## config.mk

```make
export PLATFORM = sky130hd
export DESIGN_NAME = pwm_duty_sequencer
export DESIGN_NICKNAME = d
export VERILOG_FILES = /design/src/rtl/pwm_duty_sequencer.sv
export SDC_FILE = /design/constraint.sdc
export NUM_CORES = 1
export LEC_CHECK = 0
export CAP_MARGIN = 20
export CORE_MARGIN = 2
export CORE_UTILIZATION = 50
export DETAILED_ROUTE_END_ITERATION = 6
export PLACE_DENSITY = 0.7
export SYNTH_ARGS = -nofsm -noshare
export SYNTH_HDL_FRONTEND = slang
export SYNTH_SLANG_ARGS = --single-unit
```

## constraint.sdc

```tcl
create_clock -name clk -period 6.7 [get_ports clk]
set_clock_uncertainty 0.05 [all_clocks]
set_input_delay 1.34 -clock clk [delete_from_list [all_inputs] [get_ports clk]]
set_output_delay 1.34 -clock clk [all_outputs]
set_load 0.02 [all_outputs]
```

## src/rtl/pwm_duty_sequencer.sv

```systemverilog
// Owns the internal register write bus: forwards SPI writes and autonomously steps
// COMPARE1 through a programmable duty table, one entry per HOLD+1 counter periods.
module pwm_duty_sequencer #(
  parameter int                 ADDR_W   = 6,
  parameter int                 DATA_W   = 8,
  parameter int                 DEPTH    = 8,
  parameter logic [ADDR_W-1:0]  CMP_ADDR = 6'h03
) (
  input  logic                     clk,
  input  logic                     rst,
  input  logic [ADDR_W-1:0]        spi_addr,
  input  logic [DATA_W-1:0]        spi_wdata,
  input  logic                     spi_we,
  input  logic                     period_wrap,
  output logic [ADDR_W-1:0]        reg_addr,
  output logic [DATA_W-1:0]        reg_wdata,
  output logic                     reg_we,
  output logic                     seq_busy,
  output logic                     seq_done,
  output logic [$clog2(DEPTH)-1:0] seq_step
);

  localparam int IDX_W = $clog2(DEPTH);

  localparam logic [ADDR_W-1:0] TBL_BASE  = ADDR_W'(16);
  localparam logic [ADDR_W-1:0] CTRL_ADDR = ADDR_W'(24);
  localparam logic [ADDR_W-1:0] LEN_ADDR  = ADDR_W'(25);
  localparam logic [ADDR_W-1:0] HOLD_ADDR = ADDR_W'(26);

  typedef enum logic [1:0] {
    IDLE,
    WAIT_WRAP,
    ISSUE,
    DONE
  } state_t;

  state_t            state;
  logic [DATA_W-1:0] step_tbl [DEPTH];
  logic              ctrl_en;
  logic              ctrl_loop;
  logic [IDX_W-1:0]  len_last;
  logic [DATA_W-1:0] hold;
  logic [DATA_W-1:0] hold_cnt;
  logic              first_wrap;

  logic intercept;
  logic tbl_wr;
  logic ctrl_wr;
  logic pass;
  logic issue_fire;

  assign intercept  = (spi_addr >= TBL_BASE) && (spi_addr <= HOLD_ADDR);
  assign tbl_wr     = spi_we && (spi_addr >= TBL_BASE) && (spi_addr < CTRL_ADDR);
  assign ctrl_wr    = spi_we && (spi_addr == CTRL_ADDR);
  assign pass       = spi_we && !intercept;
  // A pending pass-through wins the bus; any CTRL write cancels an undriven step write.
  assign issue_fire = (state == ISSUE) && !pass && !ctrl_wr;

  // Configuration registers, written directly by intercepted SPI writes.
  always_ff @(posedge clk or posedge rst) begin
    if (rst) begin
      // NOTE: the step table is reset because a reset is required to leave every entry at 0;
      // a plain data RAM would normally be left unreset.
      for (int i = 0; i < DEPTH; i++) begin
        step_tbl[i] <= '0;
      end
      ctrl_en   <= 1'b0;
      ctrl_loop <= 1'b0;
      len_last  <= '0;
      hold      <= '0;
    end else begin
      // NOTE: sequential state uses non-blocking assignments so every register samples
      // pre-edge values regardless of statement order.
      if (tbl_wr) begin
        step_tbl[spi_addr[IDX_W-1:0]] <= spi_wdata;
      end
      if (spi_we && spi_addr == LEN_ADDR) begin
        len_last <= spi_wdata[IDX_W-1:0];
      end
      if (spi_we && spi_addr == HOLD_ADDR) begin
        hold <= spi_wdata;
      end
      if (ctrl_wr) begin
        ctrl_en   <= spi_wdata[0];
        ctrl_loop <= spi_wdata[1];
      end else if (state == DONE) begin
        ctrl_en <= 1'b0;
      end
    end
  end

  // Sequencer FSM with registered status outputs.
  always_ff @(posedge clk or posedge rst) begin
    if (rst) begin
      state      <= IDLE;
      seq_step   <= '0;
      hold_cnt   <= '0;
      first_wrap <= 1'b0;
      seq_busy   <= 1'b0;
      seq_done   <= 1'b0;
    end else begin
      seq_done <= 1'b0;
      if (ctrl_wr && spi_wdata[0]) begin
        state      <= WAIT_WRAP;
        seq_step   <= '0;
        hold_cnt   <= '0;
        first_wrap <= 1'b1;
        seq_busy   <= 1'b1;
      end else if (ctrl_wr) begin
        state    <= IDLE;
        seq_busy <= 1'b0;
      end else begin
        case (state)
          IDLE: begin
            seq_busy <= 1'b0;
          end
          WAIT_WRAP: begin
            if (period_wrap) begin
              // >= so that a HOLD lowered below the running count still releases the step.
              if (first_wrap || hold_cnt >= hold) begin
                hold_cnt   <= '0;
                first_wrap <= 1'b0;
                state      <= ISSUE;
              end else begin
                hold_cnt <= hold_cnt + DATA_W'(1);
              end
            end
          end
          ISSUE: begin
            if (!pass) begin
              if (seq_step >= len_last) begin
                if (ctrl_loop) begin
                  seq_step <= '0;
                  state    <= WAIT_WRAP;
                end else begin
                  state    <= DONE;
                  seq_busy <= 1'b0;
                  seq_done <= 1'b1;
                end
              end else begin
                seq_step <= seq_step + IDX_W'(1);
                state    <= WAIT_WRAP;
              end
            end
          end
          DONE: begin
            state    <= IDLE;
            seq_busy <= 1'b0;
          end
          default: begin
            state    <= IDLE;
            seq_busy <= 1'b0;
          end
        endcase
      end
    end
  end

  // Registered register-bus driver; address and data hold while the strobe is low.
  always_ff @(posedge clk or posedge rst) begin
    if (rst) begin
      reg_we    <= 1'b0;
      reg_addr  <= '0;
      reg_wdata <= '0;
    end else if (pass) begin
      reg_we    <= 1'b1;
      reg_addr  <= spi_addr;
      reg_wdata <= spi_wdata;
    end else if (issue_fire) begin
      reg_we    <= 1'b1;
      reg_addr  <= CMP_ADDR;
      reg_wdata <= step_tbl[seq_step];
    end else begin
      reg_we <= 1'b0;
    end
  end

endmodule
```

==> reports/metrics.csv, run 1 <==
stage,metric,value,unit
outcome,outcome,"finished, final reports clean",
route,drc,0,
timing,fin_crit_sh,49.3,%
clock_tree,cts_resized,0,
synth,synthSimpleGateAreaFrac,11.4,%
hold_path,whs_endpoint,step_tbl[25],
global_route,grt.total_usage,22.0,%
setup_path,cp.required,5.31,ns
clock_tree,htree_levels,3,
die,start_util,51.3,%
setup_path,r2r_cells,6,
synth,synth_area,0.00529,mm^2
synth,synth_edf_count,0,
final_layout,n_fill_cell,843,
synth,syn-num-nets,466,
timing,worstMarginPinSlew,0.839,ns
route,wl_per_cell,19.3,um
synth,synth_sequential_area_ratio,50.6,%
setup_path,r2r_end,hold_cnt[7],
clock_tree,path_clk_slew,0.10,ns
final_layout,diodes,0,
hold_path,hp-start,step_tbl[25],
synth,yosysWarnings,0,
setup_path,cp-startpoint,seq_step[2],
final_layout,fin_nets,495,
setup_path,critical-path-top-delay-family,flip-flops,
timing,hold_violations,0,
die,die_w,107,um
clock_tree,cts_buffers,9,
synth,synth_ff_type,dfrtp_1,
place,place.gp.congestion,0.863,
global_route,grt_pass1_vias,3593,
route,via_count,3552,
clock_tree,post-cts-setup-buffers,0,
route,postRouteAntennaNets,0,
timing,fin_setup_tns,0,ns
global_route,grt_pass1_wl,19200,um
setup_path,r2r_slack,4.18,ns
synth,netlist.area_leader.share,50.6,%
place,portBuffers,37,
synth,synth_compound_area_share,9.26,%
setup_path,r2r_start,hold_cnt[3],
synth,yosysMostFrequentCell,dfrtp_1,
setup_path,crit_buf_inv,1,
synth,ys_seq_elements,107,
setup_path,worst_path_largest_cell_delay,0.80,ns
setup_path,cp_cell_sequence,clkdlybuf4s50_1,
timing,fmax,0.303,GHz
setup_path,cp-end-kind,output pin,
clock_tree,clock_latency,0.38,ns
timing,whs,0.443,ns
final_layout,area_growth,12.7,%
die,rows,37,
place,dpl.hpwl,7710,um
power,design_power_total,1880,uW
synth,yosys.area.top_type,dfrtp_1,
die,die-area,0.0114,mm^2
hold_path,hold_path_depth,1,
clock_tree,cts_sinks,107,
synth,synth_xor_area_share,0,%
job,maxCapViolCount,0,
route,drtIter0Drc,183,
clock_tree,cts_tree,built,
timing,period_minus_slack,3.30,ns
setup_path,slowest_stage,dfrtp_1,
timing,rsz0062_at_grt,false,
setup_path,crit_arrival,1.91,ns
setup_path,cp_max_fo,21,
hold_path,worstHoldPathType,register to register,
die,coreArea,0.0103,mm^2
global_route,grt_max_degree,68,
global_route,antenna_found_initial,0,
timing,setup_viol,0,
global_route,overflow,0,
timing,slew_headroom,44.1,%
clock_tree,cts-root-buf,clkbuf_8,
synth,synth.area.top_cells,"dfrtp_1 51%, mux2_2 14%, mux4_2 6.8%",
synth,netlist_instances,432,
synth,yosys-mux-area-fraction,21.2,%
setup_path,start_kind,register,
die,die_y,107,um
timing,slew_violations,0,
setup_path,path_class,register to output pin,
power,p_leak,0.00265,uW
final_layout,drive_above_1_share,27.0,%
route,viasPerCell,5.90,
route,wirelength,11600,um
synth,synthAdderAreaFrac,3.78,%
synth,synth_top_family_by_area,multiplexers,
route,dr.pass1.iters,4,
synth,netlist_top_cells_count,"107 x dfrtp_1, 66 x mux2_2, 37 x nand2_1",
power,power_density,316,mW/mm^2
clock_tree,holdBufCountCts,0,
synth,synth-async-reset-ratio,100,%
clock_tree,cts_max_path_buffers,2,
die,pin_count,38,
synth,netlist-cell-type-count,55,
synth,synth_area_per_cell,12.3,um^2
power,ir_worst_vdd,175,uV
layer usage:
metal / global-route usage [%] / part of all wire (%) / vias to the layer above
met5: 0 / 0 / -
met4: 5.38 / 1.3 / 0
met3: 6.32 / 4.7 / 12
met2: 34.3 / 48 / 85
met1: 30.6 / 46 / 1830
li1: - / - / 1625
layout make-up:
cell class              instances  area, um^2  area share (%)
clock inverters                 5        67.6            1.13
clock buffers                  11         141            2.37
flip-flops and latches        107        2680            44.9
repair buffers                 41         400            6.71
inverters                      23        88.8            1.49
well taps                     136         170            2.85
multi-input cells             279        2420            40.5
report_power, final:
| part | switching (uW) | total, uW | internal (uW) | leakage (uW) |
|---|---|---|---|---|
| combinational | 327 | 622 | 295 | 0.00117 |
| clock | 232 | 421 | 189 | 0.000106 |
| sequential | 78.8 | 840 | 761 | 0.00137 |
cells by family (layout without fill, tap and decap cells):
group                      count (synthesis)  count (layout)
AOI/OAI and AO/OA                         74              74
adders and majority gates                 16              16
buffers and inverters                     46              80
DFF                                      107             107
muxes                                     84              84
and+or+nand+nor                          105             105
layout by cell type, fill, tap and decap left out, drive strengths merged, types with 2 or more instances in the layout:
master	netlist	layout
and3	2	2
clkbuf	12	11
nor2b	10	10
o211ai	6	6
ha	16	16
clkdlybuf4s50	0	37
o21ai	31	31
inv	23	25
clkinv	0	2
nand2	38	38
o31ai	2	2
dfrtp	107	107
nor2	15	15
a21oi	6	6
mux4	16	16
or2	2	2
nor3	10	10
nand3	12	12
nand2b	3	3
nor3b	2	2
o22a	2	2
a211oi	10	10
nand4	6	6
mux2	67	67
a22o	4	4
buf	11	4
metrics by stage:
stage          worst slack (ns)  utilization [%]  instances  cell area (um^2)
6_report                   3.40             57.8        602              5960
5_1_grt                    3.26             57.8        602              5960
4_1_cts                    3.37             57.8        602              5960
3_5_place_dp               3.10             55.8        586              5760
3_3_place_gp               3.15             55.8        586              5760
2_1_floorplan              2.49                -        432              5290
flip-flops by register name (all words and copies together), names as in the netlist:
name        flops
reg_we          1
len_last        3
reg_wdata       8
seq_done        1
hold            8
reg_addr        6
first_wrap      1
hold_cnt        8
ctrl_loop       1
seq_busy        1
state           2
step_tbl       64
seq_step        3
how the worst max path moves through the flow:
stage               cells past startpoint  slack (ns)     endpoint
floorplan                               1        2.49    ctrl_loop
global placement                        4        3.15      hold[0]
detailed placement                      4        3.10      hold[0]
CTS                                     1        3.37  seq_step[2]
global route                            1        3.26  seq_step[2]
finish                                  1        3.40  seq_step[2]
No activity file was read; power rests on OpenSTA's default activity.
==> run 2: changes to the inputs <==
==> constraint.sdc (replaced) <==
create_clock -name clk -period 3.2 [get_ports clk]
set_clock_uncertainty 0.05 [all_clocks]
set_input_delay 0.64 -clock clk [delete_from_list [all_inputs] [get_ports clk]]
set_output_delay 0.64 -clock clk [all_outputs]
set_load 0.02 [all_outputs]
==> run 2 against run 1 <==
Compared with the run above: largest cell class unchanged; total power increased by 110%; first-iteration DRC count is 14% higher; wire length increased by 0.54%; register-to-register slack lost 3.4 ns; non-clock buffer count is 10 higher; largest power group unchanged; sequential cell count stayed put; clock power increased by 88%; setup slack got worse by 2.8 ns; cell count grew 1.7%.
==> reports/metrics.csv, run 2 (same netlist as run 1, synthesis figures left out) <==
stage,metric,value,unit
route,wl_per_cell,19.1,um
power,sw_frac_of_total,34.3,%
die,rows,37,
setup_path,slowest_stage,dfrtp_1,
setup_path,crit_arrival,1.94,ns
place,dpl.hpwl,8050,um
final_layout,diodes,0,
route,dr.pass1.iters,6,
timing,slew_headroom,50.9,%
timing,slew_violations,0,
timing,rsz0062_at_grt,false,
die,die_y,107,um
place,portBuffers,37,
route,viasPerCell,5.83,
hold_path,worstHoldPathType,register to register,
route,drtIter0Drc,209,
die,start_util,51.3,%
timing,worstMarginPinSlew,0.736,ns
power,ir_worst_vdd,382,uV
route,via_count,3568,
final_layout,design_area,0.00603,mm^2
final_layout,final_core_util,58.4,%
timing,fmax,0.380,GHz
clock_tree,cts_buffers,9,
power,power_density,643,mW/mm^2
die,pin_count,38,
global_route,grt_pass1_wl,19400,um
final_layout,largest_reg_flops,64,
place,dpl_cell_area,0.00584,mm^2
setup_path,worst_path_largest_cell_delay,0.83,ns
setup_path,start_kind,register,
final_layout,drive_above_1_share,28.8,%
setup_path,critical-path-top-delay-family,flip-flops,
global_route,grt_pass1_vias,3635,
timing,setup_viol,0,
power,comb_power_share,34.1,%
final_layout,top_register,step_tbl,
timing,fin_setup_tns,0,ns
setup_path,cp-end-kind,output pin,
clock_tree,cts_max_path_buffers,2,
global_route,antenna_found_initial,0,
die,die_w,107,um
clock_tree,clock_latency,0.37,ns
setup_path,crit_buf_inv,1,
timing,hold_violations,0,
final_layout,area_growth,13.9,%
setup_path,cp.required,2.51,ns
power,clkPwrFrac,20.4,%
global_route,overflow,0,
global_route,grt_max_degree,58,
setup_path,cp_cell_sequence,clkdlybuf4s50_1,
clock_tree,cts-root-buf,clkbuf_8,
final_layout,most-common-layout-cells,"107 x dfrtp_1, 66 x mux2_2, 37 x nand2_1, 37 x clkdlybuf4s50_1, 30 x o21ai_0",
place,place.gp.congestion,0.884,
setup_path,cp_max_fo,21,
die,die-area,0.0114,mm^2
setup_path,path_class,register to output pin,
route,wl_met1,5140,um
global_route,grt.total_usage,22.5,%
timing,fin_crit_sh,82.3,%
route,wl_met3,683,um
route,postRouteAntennaNets,0,
route,top_layer,met4,
route,drc,0,
clock_tree,cts_resized,0,
timing,whs,0.448,ns
power,p_seq_share,45.5,%
clock_tree,path_clk_slew,0.10,ns
job,maxCapViolCount,0,
clock_tree,cts_sinks,107,
power,p_leak,0.00269,uW
power,intPower,2540,uW
final_layout,layout_commonest_cell,dfrtp_1,
power,power.switching,1330,uW
die,coreArea,0.0103,mm^2
final_layout,fin_nets,505,
route,wl_met2,5700,um
outcome,outcome,"finished, final reports clean",
clock_tree,htree_levels,3,
route,wirelength,11700,um
clock_tree,cts_tree,built,
clock_tree,holdBufCountCts,0,
clock_tree,post-cts-setup-buffers,0,
timing,period_minus_slack,2.63,ns
-- run 2: changes by cell type in the layout (fill, tap and decap cells not counted) --
cell        before  now
clkinv_2         0    1
clkinvlp_4       0    2
inv_8            1    0
inv_4            1    0
clkbuf_1         1    0
bufinv_16        1    0
buf_12           0    1
inv_6            1    2
buf_4            4   13
-- run 2: area by class of cell --
| cell class | instances | area [um^2] |
|---|---|---|
| clock buffer | 10 | 138 |
| timing repair buffer | 51 | 488 |
| clock inverter | 6 | 47.5 |
| inverter | 23 | 90.1 |
| fill | 840 | 4290 |
| sequential | 107 | 2680 |
| tap | 136 | 170 |
| multi-input combinational | 279 | 2420 |
-- run 2: path summary, 6_finish.rpt --
check / startpoint / to / slack, ns / depth (start not counted)
max in group asynchronous: rst / hold_cnt[1] / 1.73 / 3
worst min-delay path: step_tbl[25] / step_tbl[25] / 0.45 / 1
min in group asynchronous: rst / step_tbl[36] / 0.63 / 2
worst min register to register: step_tbl[25] / step_tbl[25] / 0.45 / 1
worst max-delay path: seq_step[2] / seq_step[2] / 0.57 / 1
worst max register to register: seq_step[2] / seq_step[1] / 0.74 / 6
-- run 2: per-layer routing --
layer  up-vias  global-route usage [%]
met5         -                       0
met4         0                    7.14
met3        15                    5.90
met2        92                    35.1
met1      1810                    30.9
li1       1651                       -
-- run 2: stage by stage --
stage / cells / worst slack, ns / power (uW)
2_1_floorplan: 432 / 0.941 / 2670
3_3_place_gp: 596 / 0.473 / 3080
3_5_place_dp: 596 / 0.418 / 3120
4_1_cts: 612 / 0.538 / 3910
5_1_grt: 612 / 0.428 / 4130
6_report: 612 / 0.567 / 3870
-- run 2: power groups by stage --
stage	sequential, uW	clock (uW)	combinational [uW]
after floorplan	1820	0	849
after global placement	1780	0	1300
after detailed placement	1790	0	1330
after CTS	1760	816	1330
after global routing	1800	877	1450
final	1760	790	1320
==> run 3: changes to the inputs <==
--- a/config.mk
+++ b/config.mk
@@ -9,7 +9,7 @@
 export CORE_MARGIN = 2
 export CORE_UTILIZATION = 50
 export DETAILED_ROUTE_END_ITERATION = 6
-export PLACE_DENSITY = 0.7
+export PLACE_DENSITY = 0.72
 export SYNTH_ARGS = -nofsm -noshare
 export SYNTH_HDL_FRONTEND = slang
 export SYNTH_SLANG_ARGS = --single-unit
==> constraint.sdc (replaced) <==
create_clock -name clk -period 2.4 [get_ports clk]
set_clock_uncertainty 0.05 [all_clocks]
set_input_delay 0.48 -clock clk [delete_from_list [all_inputs] [get_ports clk]]
set_output_delay 0.48 -clock clk [all_outputs]
set_load 0.02 [all_outputs]
==> run 3 against run 2 <==
Compared with the run above: largest cell class unchanged; die area stayed put; via count is 2.2% higher; critical path type unchanged; critical path depth is 1 higher; clock-buffer cell count is 1 higher.
==> reports/metrics.csv, run 3 (same netlist as run 1, synthesis figures left out) <==
stage,metric,value,unit
power,p_leak,0.00283,uW
setup_path,path_class,register to output pin,
setup_path,cp.required,1.87,ns
setup_path,slowest_stage,clkdlybuf4s50_1,
timing,setup_viol,0,
place,place.gp.congestion,0.861,
global_route,grt_pass1_vias,3704,
clock_tree,cts-root-buf,clkbuf_8,
route,drc,0,
timing,whs,0.440,ns
setup_path,r2r_start,hold_cnt[3],
clock_tree,cts_tree,built,
setup_path,start_kind,register,
clock_tree,htree_levels,3,
power,ir_worst_vdd,454,uV
setup_path,crit_arrival,1.72,ns
route,postRouteAntennaNets,0,
global_route,grt_max_degree,27,
clock_tree,cts_sinks,107,
setup_path,critical-path-top-delay-family,buffers and inverters,
timing,rsz0062_at_grt,false,
timing,slew_headroom,58.4,%
hold_path,worstHoldPathType,register to register,
setup_path,cp.depth,2,
clock_tree,clock_latency,0.38,ns
global_route,overflow,0,
die,start_util,51.3,%
place,portBuffers,37,
die,die_y,107,um
place,dpl.hpwl,8680,um
route,wl_per_cell,18.9,um
global_route,grt_pass1_wl,20000,um
final_layout,most-common-layout-cells,"107 x dfrtp_1, 66 x mux2_2, 37 x nand2_1, 37 x clkdlybuf4s50_1, 30 x o21ai_0",
die,die-area,0.0114,mm^2
clock_tree,path_clk_slew,0.10,ns
hold_path,hold_path_depth,1,
route,via_count,3646,
final_layout,drive_above_1_share,31.7,%
hold_path,hp-start,reg_addr[1],
route,wirelength,12000,um
timing,slew_violations,0,
route,viasPerCell,5.75,
die,pin_count,38,
final_layout,fin_nets,528,
timing,period_minus_slack,2.25,ns
final_layout,final_core_util,60.8,%
setup_path,r2r_cells,6,
setup_path,cp_cell_sequence,buf_4 > clkdlybuf4s50_1,
power,power_density,829,mW/mm^2
final_layout,top_register,step_tbl,
job,maxCapViolCount,0,
route,dr.pass1.iters,4,
die,die_w,107,um
final_layout,layout_commonest_cell,dfrtp_1,
setup_path,cp_max_fo,19,
timing,fin_crit_sh,93.9,%
timing,fmax,0.444,GHz
die,rows,37,
clock_tree,cts_max_path_buffers,2,
route,drtIter0Drc,138,
timing,worstMarginPinSlew,0.618,ns
timing,hold_violations,0,
setup_path,cp-startpoint,seq_step[1],
clock_tree,cts_buffers,9,
setup_path,cp-end-kind,output pin,
clock_tree,post-cts-setup-buffers,0,
global_route,antenna_found_initial,0,
clock_tree,cts_resized,0,
global_route,grt.total_usage,23.0,%
final_layout,area_growth,18.6,%
die,coreArea,0.0103,mm^2
final_layout,largest_reg_flops,64,
setup_path,worst_path_largest_cell_delay,0.66,ns
setup_path,crit_buf_inv,2,
final_layout,diodes,0,
outcome,outcome,"finished, final reports clean",
clock_tree,holdBufCountCts,0,
-- run 3: power by group --
| group | internal, uW | switching [uW] | total (uW) |
|---|---|---|---|
| sequential | 2130 | 221 | 2350 |
| combinational | 880 | 931 | 1810 |
| clock | 412 | 636 | 1050 |
-- run 3: metrics by stage --
step	TNS (ns)	worst slack [ns]	total power, uW	area, um^2	instances
after floorplan	0	0.141	3560	5300	432
after global placement	0	0.0417	4120	6100	619
after detailed placement	-0.000121	-0.000121	4210	6100	619
after CTS	0	0.122	5250	6280	634
after global routing	0	0.0720	5530	6280	634
final	0	0.147	5210	6280	634
-- run 3: final cells by class --
| class | count | area (um^2) |
|---|---|---|
| clock inverter | 4 | 31.3 |
| multi-input combinational | 279 | 2420 |
| timing repair buffer | 74 | 748 |
| clock buffer | 11 | 141 |
| tap | 136 | 170 |
| fill | 827 | 4050 |
| sequential | 107 | 2680 |
| inverter | 23 | 90.1 |
-- run 3: final timing paths --
kind                                to  slack (ns)
max                        seq_step[1]        0.15
min                        reg_addr[1]        0.44
min reg2reg                reg_addr[1]        0.44
min in group asynchronous   first_wrap        0.45
max reg2reg                   state[0]        0.27
max in group asynchronous  hold_cnt[5]        1.28
-- run 3: per-layer routing --
metal	share of wire, %	GRT usage, %
met1	46	32.8
met3	3.8	4.38
met4	1.8	7.14
met5	0	0
met2	48	35.7
==> RTL change 1: new RTL, settings of run 2 <==
Change the parameter `DEPTH` from 8 to 16.
--- a/src/rtl/pwm_duty_sequencer.sv
+++ b/src/rtl/pwm_duty_sequencer.sv
@@ -5,3 +5,3 @@
   parameter int                 DATA_W   = 8,
-  parameter int                 DEPTH    = 8,
+  parameter int                 DEPTH    = 16,
   parameter logic [ADDR_W-1:0]  CMP_ADDR = 6'h03
Ports: changed (resized seq_step); port bits go from 38 to 39. No check against the original RTL was run, so the function may have changed too.
==> RTL change 1 against run 2 <==
- setup slack worse by 100 ps
- die area up 44%
- wire length up 29%
- sequential cell count up 66
- global-route usage down 2.4 points
- power up 68%
- design area up 45%
- area after synthesis up 46%
- critical path depth up 1
- critical path type unchanged
- largest cell class unchanged
==> RTL change 1: results (changes against run 2) <==
The flow ran to the end, and the final reports show no timing, DRC or antenna violations. The layout cell share with drive strength beyond 1 came out at 28.4% (-0.33 points). In this run the most critical hold path is launched from step_tbl[41]. The wire length on met1 came out at 6.85 mm (+33%).

The area share of the largest cell type after synthesis came to 56.0% (+5.5 points). The fraction of met3 tracks used by global routing came out at 4.80% (-1.1 points). The number of distinct standard cells referenced by the synthesized netlist came out at 58 (+5.5%). The end point of the critical path is seq_step[0].

The share of synthesized cell area in full adder, half adder and majority cells is 2.75% (-1.0 points). For hold timing, the worst endpoint is step_tbl[41]. The flip-flop count of the largest register after layout came out at 128 (+100%). The category of cells accounting for the largest share of critical-path delay is buffers and inverters. The number of global-route vias before repair is 4613 (+27%).

The worst register-to-register path begins at seq_step[0]. The number of nets produced by synthesis is 625 (+34%). The internal reg-to-reg setup slack was 830 ps (+90 ps). The slowest stage of the critical path is the sky130_fd_sc_hd__clkdlybuf4s50_1 cell.

The number of buffer cells added on primary ports was 38 (+2.7%). The switching power of the nets is 1990 uW (+50%). The number of buffers created by CTS is 17 (+8). The starting DRC count in detailed routing is 242 (+16%).

The arrival time of the worst setup path came out at 2050 ps (+110 ps). The logic depth of the worst register-to-register path is 5 (-1). The iteration count of the initial detailed-routing pass came out at 4 (-2). The mux cell area share after synthesis was 21.2% (-0.082 points). The biggest cell delay along the critical path is 730 ps (-100 ps). The post-detailed-route via-to-cell ratio came to 5.69 (-2.4%). The global routing usage on met1 came to 26.9% (-4.0 points). The leakage component of the power was 0.00413 uW (+53%). The maximum fanout encountered on the critical timing path is 36 (+71%). The number of instances on the worst hold path was 0 (-1). The placed wire-length estimate after detailed placement came out at 10.3 mm (+28%). The maximum vdd drop came out at 0.509 mV (+33%).

The largest net degree at the start of global routing was 51 (-12%). The combinational share of power is 28.4% (-5.7 points). The insertion delay of the later-clocked pin in the worst-skew pair is 430 ps (+60 ps). By count the netlist is led by sky130_fd_sc_hd__dfrtp_1 (173), sky130_fd_sc_hd__clkbuf_1 (75), sky130_fd_sc_hd__mux2_2 (67). The global-route wire length before repair is 24.9 mm (+28%). The number of H-tree levels came out at 4 (+1). The global placement routability congestion came out at 0.811 (-8.3%). The detailed route wirelength on metal2 came to 7.26 mm (+27%).

The final net count came out at 609 (+21%).
==> RTL change 1: metrics by stage <==
stage | hold WS (ps) | utilization (%) | setup WS (ps) | std cells | total power [uW]
floorplan | 374 | - | 299 | 590 | 3990
global placement | 310 | 53.8 | 504 | 743 | 4470
detailed placement | 312 | 53.8 | 441 | 743 | 4530
CTS | 326 | 57.7 | 386 | 775 | 6610
global route | 333 | 57.7 | 323 | 775 | 6880
finish | 321 | 57.7 | 462 | 775 | 6530
==> RTL change 1: cell type report <==
| type | instances | area, um2 | area share [%] |
|---|---|---|---|
| Timing Repair Buffer | 54 | 538 | 6.16 |
| Clock inverter | 11 | 131 | 1.50 |
| Tap cell | 188 | 235 | 2.69 |
| Multi-Input combinational cell | 305 | 2950 | 33.8 |
| Inverter | 23 | 90.1 | 1.03 |
| Sequential cell | 173 | 4330 | 49.6 |
| Clock buffer | 21 | 460 | 5.27 |
==> RTL change 2: new RTL, settings of run 2 <==
Without the edit above. Encoding of `state_t`: now one-hot (4 bits for 4 states).
--- a/src/rtl/pwm_duty_sequencer.sv
+++ b/src/rtl/pwm_duty_sequencer.sv
@@ -29,7 +29,7 @@
 
-  typedef enum logic [1:0] {
-    IDLE,
-    WAIT_WRAP,
-    ISSUE,
-    DONE
+  typedef enum logic [3:0] {
+    IDLE      = 4'b0001,
+    WAIT_WRAP = 4'b0010,
+    ISSUE     = 4'b0100,
+    DONE      = 4'b1000
   } state_t;
Behaviour: same outputs for any inputs over 4 cycles, from zero or initial values and one cycle with rst high; so few cycles prove little.
==> RTL change 2 against run 2 <==
- setup slack better by 250 ps
- sequential cell count grew 2
- design area rose by 0.42%
- area after synthesis rose by 0.90%
- wire length is 2.2% lower
- largest cell class unchanged
- hold slack lost 7.7 ps
Power is not compared: it rests on default switching activity, and its combinational part moved more than twofold at a synthesized area within 25%.
==> RTL change 2: results (changes against run 2) <==
The run finished with clean final reports. The global-route usage over all layers is 22.0% (-0.43 points). The internal reg-to-reg setup slack came out at 940 ps (+200 ps). The layout cell share with drive strength beyond 1 is 30.1% (+1.3 points). The tightest slew margin relative to the limit is 52.9% (+1.9 points).

The detailed-routed wire length on met3 was 432 um (-37%). Grouping stages by cell kind, the critical path spends the most delay in compound AO/OA/AOI/OAI gates. The end point of the critical path is hold_cnt[2]. Ranked by total cell area, the synthesized netlist is headed by sky130_fd_sc_hd__dfrtp_1 (51%), sky130_fd_sc_hd__mux2_2 (14%), sky130_fd_sc_hd__mux4_2 (6.7%).

The routed length per placed instance came out at 18.9 um (-1.1%). The wire length on met1 is 5.13 mm (about the same). The global routing usage on met1 came out at 29.1% (-1.8 points). The biggest cell delay along the critical path is 570 ps (-260 ps). The startpoint identified for the worst register-to-register timing path is seq_step[0].

The post-place instance area came out at 5850 um2 (+0.15%). The starting DRC count in detailed routing was 160 (-23%). The final worst-path setup slack is 814 ps (+247 ps). The master of the slowest instance on the critical path is sky130_fd_sc_hd__clkdlybuf4s50_1. The placed wire-length estimate after detailed placement came to 7.92 mm (-1.6%). The global-route wire length before repair is 19.4 mm (-0.10%). The number of distinct standard cells referenced by the synthesized netlist is 57 (+3.6%).

The origin of the worst setup path is spi_addr[3]. The endpoint of the worst register-to-register path is seq_step[2]. The iteration count of the initial detailed-routing pass came out at 5 (-1).

The met2 usage in global routing came out at 36.3% (+1.2 points). The logic depth of the worst register-to-register path is 8 (+2). By count the netlist is led by sky130_fd_sc_hd__dfrtp_1 (108), sky130_fd_sc_hd__mux2_2 (67), sky130_fd_sc_hd__nand2_1 (41). The post-detailed-route via-to-cell ratio is 5.72 (-1.9%). The number of global-route vias before repair is 3721 (+2.4%). The largest net degree at the start of global routing came out at 38 (-34%). The number of nets produced by synthesis came to 454 (-2.6%). The fraction of met3 tracks used by global routing is 4.18% (-1.7 points).
RTL change 2: cell types whose count changed after synthesis, moves of 3 or more:
cell | run 2 | this run
sky130_fd_sc_hd__nor2b_1 | 10 | 3
sky130_fd_sc_hd__nor2_4 | 3 | 0
sky130_fd_sc_hd__buf_6 | 0 | 4
sky130_fd_sc_hd__nand3_1 | 12 | 8
sky130_fd_sc_hd__mux2i_1 | 1 | 9
sky130_fd_sc_hd__nor3_1 | 6 | 3
sky130_fd_sc_hd__a211oi_1 | 10 | 0
sky130_fd_sc_hd__o22ai_1 | 1 | 4
sky130_fd_sc_hd__o21ai_1 | 0 | 7
sky130_fd_sc_hd__clkbuf_1 | 12 | 6
sky130_fd_sc_hd__nand2_1 | 37 | 41
sky130_fd_sc_hd__o21ai_0 | 30 | 22
sky130_fd_sc_hd__ha_1 | 16 | 13
RTL change 2: cells by family after synthesis:
kind of cell	share of synthesized area (%)
flip-flops	51.1
AND/OR/NAND/NOR	10.0
multiplexers	22.8
AO/OA/AOI/OAI	8.90
buffers and inverters	4.19
adder cells (fa/ha/maj)	3.05
RTL change 2: per-stage QoR:
stage	instances	utilization [%]	hold WS, ps
after global routing	605	58.4	438
after CTS	605	58.4	428
after global placement	589	56.4	422
after detailed placement	589	56.4	431
final	605	58.4	441
after floorplan	423	-	403
RTL change 2: power breakdown:
group	internal [uW]	leakage [uW]	switching, uW
clock	312	0.000104	537
combinational	235	0.00114	220
sequential	1530	0.00141	80.0
total	2080	0.00265	838
RTL change 2: cell type report:
cell class / instances / share of cell area [%]
Tap cell: 136 / 2.81
Clock buffer: 9 / 2.05
Inverter: 21 / 1.36
Multi-Input combinational cell: 271 / 39.5
Sequential cell: 109 / 45.1
Clock inverter: 7 / 1.28
Timing Repair Buffer: 52 / 7.98
